[config.mk]
export PLATFORM = sky130hd
export DESIGN_NAME = ram_reader
export DESIGN_NICKNAME = d
export VERILOG_FILES = /design/src/rtl/ram_reader.sv
export SDC_FILE = /design/constraint.sdc
export NUM_CORES = 1
export LEC_CHECK = 0
export CORE_MARGIN = 2
export CORE_UTILIZATION = 40
export DETAILED_ROUTE_END_ITERATION = 10
export PLACE_DENSITY = 0.71
export SLEW_MARGIN = 20
export SYNTH_ARGS = -nofsm -noshare
export SYNTH_HDL_FRONTEND = slang
export SYNTH_SLANG_ARGS = --single-unit
[constraint.sdc]
create_clock -name clk -period 3.1 [get_ports clk]
set_clock_uncertainty 0.2 [all_clocks]
set_input_delay 0.465 -clock clk [delete_from_list [all_inputs] [get_ports clk]]
set_output_delay 0.465 -clock clk [all_outputs]
set_load 0.05 [all_outputs]
[src/rtl/ram_reader.sv]
// Block reader for a single-port synchronous RAM: streams LEN words from BASE
// (address wraps mod 2^AW) onto a valid/ready stream with a last flag.
module ram_reader #(
    parameter int DW = 8,
    parameter int AW = 8
) (
    input  logic          clk,
    input  logic          rst_n,
    input  logic          start,
    input  logic [AW-1:0] base,
    input  logic [AW-1:0] len,
    output logic [AW-1:0] ram_addr,
    output logic          ram_rd_en,
    output logic          ram_wr_en,
    input  logic [DW-1:0] ram_d_out,
    output logic [DW-1:0] m_data,
    output logic          m_valid,
    input  logic          m_ready,
    output logic          m_last,
    output logic          busy,
    output logic          done
);
    localparam int CW = AW + 1;

    typedef enum logic [1:0] {S_IDLE, S_RUN, S_DONE} state_t;

    state_t              state_q, state_d;
    logic [AW-1:0]       base_q, base_d;
    logic [CW-1:0]       len_q, len_d;
    logic [CW-1:0]       issue_cnt_q, issue_cnt_d;
    logic [CW-1:0]       out_cnt_q, out_cnt_d;
    logic [AW-1:0]       addr_q, addr_d;
    logic                inflight_q, inflight_d;
    logic [1:0][DW-1:0]  fifo_q, fifo_d;
    logic                wr_ptr_q, wr_ptr_d;
    logic                rd_ptr_q, rd_ptr_d;
    logic [1:0]          cnt_q, cnt_d;

    logic                pop;
    logic [2:0]          occ;

    assign m_valid = (cnt_q != 2'd0);
    assign pop     = m_valid && m_ready;
    // Occupancy counts the word leaving this cycle, so a full-rate stream keeps
    // issuing while never exceeding two words in flight plus buffered.
    assign occ       = {2'b00, inflight_q} + {1'b0, cnt_q} - {2'b00, pop};
    assign ram_rd_en = (state_q == S_RUN) && (issue_cnt_q < len_q) && (occ < 3'd2);
    assign ram_addr  = ram_rd_en ? (base_q + issue_cnt_q[AW-1:0]) : addr_q;
    assign ram_wr_en = 1'b0;
    assign m_data    = m_valid ? fifo_q[rd_ptr_q] : '0;
    assign m_last    = m_valid && ((out_cnt_q + CW'(1)) == len_q);
    assign busy      = (state_q != S_IDLE);
    assign done      = (state_q == S_DONE);

    always_comb begin
        state_d     = state_q;
        base_d      = base_q;
        len_d       = len_q;
        issue_cnt_d = issue_cnt_q;
        out_cnt_d   = out_cnt_q;
        addr_d      = ram_addr;
        inflight_d  = ram_rd_en;
        fifo_d      = fifo_q;
        wr_ptr_d    = wr_ptr_q;
        rd_ptr_d    = rd_ptr_q;
        cnt_d       = cnt_q + {1'b0, inflight_q} - {1'b0, pop};

        if (ram_rd_en)
            issue_cnt_d = issue_cnt_q + CW'(1);
        // RAM data lands one cycle after its address was presented
        if (inflight_q) begin
            fifo_d[wr_ptr_q] = ram_d_out;
            wr_ptr_d         = ~wr_ptr_q;
        end
        if (pop) begin
            rd_ptr_d  = ~rd_ptr_q;
            out_cnt_d = out_cnt_q + CW'(1);
        end

        case (state_q)
            S_IDLE: begin
                if (start) begin
                    base_d      = base;
                    len_d       = {1'b0, len};
                    issue_cnt_d = '0;
                    out_cnt_d   = '0;
                    state_d     = (len == '0) ? S_DONE : S_RUN;
                end
            end
            S_RUN: begin
                if (pop && m_last)
                    state_d = S_DONE;
            end
            S_DONE:  state_d = S_IDLE;
            default: state_d = S_IDLE;
        endcase
    end

    always_ff @(posedge clk) begin
        if (!rst_n) begin
            state_q     <= S_IDLE;
            base_q      <= '0;
            len_q       <= '0;
            issue_cnt_q <= '0;
            out_cnt_q   <= '0;
            addr_q      <= '0;
            inflight_q  <= 1'b0;
            fifo_q      <= '0;
            wr_ptr_q    <= 1'b0;
            rd_ptr_q    <= 1'b0;
            cnt_q       <= 2'd0;
        end else begin
            state_q     <= state_d;
            base_q      <= base_d;
            len_q       <= len_d;
            issue_cnt_q <= issue_cnt_d;
            out_cnt_q   <= out_cnt_d;
            addr_q      <= addr_d;
            inflight_q  <= inflight_d;
            fifo_q      <= fifo_d;
            wr_ptr_q    <= wr_ptr_d;
            rd_ptr_q    <= rd_ptr_d;
            cnt_q       <= cnt_d;
        end
    end
endmodule

==> results by group <==
Place
  – Dpl ws: -0.8104 ns
  – Buffers on Ports: 48
  – Dpl cell area: 4308 µm²
  – Hpwl dp: 6.386 mm
  – RePlAce Congestion: 0.8488

Timing
  – Worst Max-Slew Pin Slew: 0.7887 ns
  – Setup violators final: 9
  – Min setup slack post-route: -0.3787 ns
  – Fin. max-slew vios: 0
  – Slew HR: 0.4707
  – Fin crit share: 1.122
  – Max frequency: 287.5 MHz
  – Final min period: 3.479 ns
  – RSZ-0062 raised after global routing: yes
  – Setup TNS: -2.955 ns
  – Final hold violations: 0

Synthesis
  – Dominant cells by area after synthesis: dfxtp_1 37%, nand2_1 8.4%, a21oi_1 7.1%
  – Count leader, synth: nand2_1
  – Yosys cell types: 53
  – Count of state elements after synthesis: 65
  – Synth area leader: dfxtp_1
  – Syn Inst Count: 445
  – Synth Warn #: 0
  – Async SR Flop Fraction: 0
  – Number of synthesized flops with an enable pin: 0
  – Synthesized Nets: 492
  – Cell Area, Synth: 3531 µm²
  – Most frequent cells after synthesis: 79 x nand2_1, 65 x dfxtp_1, 50 x a21oi_1
  – Synth Flop Type: dfxtp_1
  – Post-synth top area share: 0.3685
  – Average size of a mapped cell: 7.935 µm²
  – Seq/Total Area, Yosys: 0.3685

Route
  – Initial drt markers: 166
  – Vias per Instance: 5.362
  – # DRC: 0
  – Pre-antenna DRT Iters: 5
  – DR WL/cell: 14.69 µm
  – Final ANT Viol Nets: 0
  – Total Wirelength: 9.048 mm
  – DR vias: 3303

CTS
  – Hold buffer count at cts: 0
  – CTS tree: built
  – Clock Pin Slew Worst Setup and Hold Paths: 0.08 ns
  – Clock buffer depth: 2
  – Root cell of the clock tree: clkbuf_8
  – CTS Buf Count: 9
  – CTS Sinks: 65
  – Skew-Pair Late Insertion Delay: 0.35 ns
  – Htree depth: 3

Min path
  – Hold Crit Class: register to register

Global routing
  – Vias in the first global route: 3290
  – Total track usage: 0.1970
  – Pin count of the biggest net entering global routing: 32
  – First-pass GRT wire length: 15.53 mm
  – GRT overflow: 0
  – Initial antenna violation count: 0

Power
  – Cell leakage power: 0.001708 µW
  – VDD IR max: 0.2955 mV
  – PwrDens: 433.1 nW/µm²
  – Pwr Total: 2026 µW

Final layout
  – Area delta synth->final: 32.49%
  – Nets: 550
  – Design area: 4678 µm²
  – Layout cells sized above 1: 0.1772
  – Core Util, Final: 0.5417
  – # diodes: 0

Floorplan
  – I/O pin cnt: 50
  – Die span in x: 97.96 µm
  – Die Ht: 97.96 µm
  – Die ar.: 9595 µm²
  – Core area: 8636 µm²
  – Initial Utilization: 0.4089
  – Rows: 34

Outcome
  – Status: finished with violations
  – Failing checks: setup timing

Critical path
  – CP Max Fanout: 3
  – Worst setup EP type: output pin
  – Required @ worst endpoint: 2.43 ns
  – Crit path DAT: 2.81 ns
  – Crit Path Category: primary input to output pin
  – Startpoint Class: primary input

Job
  – # Max-Cap Violations: 0
[timing repair]
action | CTS | global route
pin swaps | 6 | 11
setup endpoints to repair | 12 | 12
setup buffers | 2 | 1
resized for setup | 19 | 17
[final timing paths]
check	startpoint	to	slack, ns	depth (start not counted)
max	m_ready	ram_addr[4]	-0.38	12
min	fifo_q[10]	fifo_q[10]	0.26	2
max reg2reg	cnt_q[0]	issue_cnt_q[4]	0.25	10
min reg2reg	fifo_q[10]	fifo_q[10]	0.26	2
[metal layers]
metal / wire (µm) / global-route usage / share of wire / vias to the layer above
met2: 4422 / 0.3351 / 0.49 / 84
li1: - / - / - / 1660
met4: 242 / 0.06838 / 0.027 / 0
met5: 0 / 0 / 0 / -
met3: 439 / 0.05225 / 0.049 / 21
met1: 3943 / 0.2408 / 0.44 / 1538
[cells in the final DEF (no fill, tap or decap), drive strengths merged, types with 6 or more instances in the layout]
| cell | count |
|---|---|
| xnor2 | 12 |
| dfxtp | 65 |
| inv | 21 |
| o21ai | 12 |
| clkdlybuf4s50 | 37 |
| mux2i | 12 |
| ha | 17 |
| nor3 | 12 |
| nand3 | 25 |
| nor2 | 31 |
| nand2 | 79 |
| xor2 | 11 |
| or3 | 8 |
| a21oi | 52 |
| buf | 32 |
| nor4 | 6 |
| o21a | 8 |
| clkbuf | 9 |
[power by group]
group,leakage (µW),internal (µW),switching [µW]
sequential,0.000530,862,24.9
combinational,0.00107,147,190
clock,0.000106,452,350
[cell families (layout without fill, tap and decap cells)]
logic type | Yosys count | in the layout | share of synthesized area
and+or+nand+nor | 187 | 187 | 0.2509
AOI/OAI and AO/OA | 94 | 94 | 0.1616
other | 1 | 1 | 0.001062
DFF | 65 | 65 | 0.3685
buffers and inverters | 43 | 106 | 0.04890
muxes | 12 | 12 | 0.03402
adders and majority gates | 19 | 19 | 0.07158
xor gates and xnor gates | 24 | 24 | 0.06343
[cell type report]
class / instances / area [µm²]
Clock inverter: 7 / 93.84
Multi-Input combinational cell: 337 / 2200
Fill cell: 786 / 3958
Tap cell: 108 / 135.1
Timing Repair Buffer: 70 / 742.0
Inverter: 20 / 75.07
Sequential cell: 65 / 1309
Clock buffer: 9 / 123.9
[flip-flops by register name, summed over array words and instances (netlist names)]
register	cells
fifo_q	16
issue_cnt_q	9
out_cnt_q	9
addr_q	8
base_q	8
len_q	8
cnt_q	2
state_q	2
inflight_q	1
rd_ptr_q	1
wr_ptr_q	1
[per-stage QoR]
| stage | hold WS (ns) | std cells |
|---|---|---|
| floorplan | 0.2357 | 445 |
| global placement | 0.2416 | 597 |
| detailed placement | 0.2475 | 597 |
| CTS | 0.2585 | 615 |
| global route | 0.2726 | 616 |
| finish | 0.2556 | 616 |
[worst max-delay path, cell delays in order]
cell             delay (ns)
clkdlybuf4s15_2        0.22
nand2_2                0.07
mux2i_1                0.14
ha_2                   0.18
inv_1                  0.04
fa_2                   0.54
nand2_2                0.07
nor4_4                 0.18
o31ai_2                0.13
or4_4                  0.55
nand2_8                0.10
buf_12                 0.13
No activity file was read; power rests on OpenSTA's default activity.
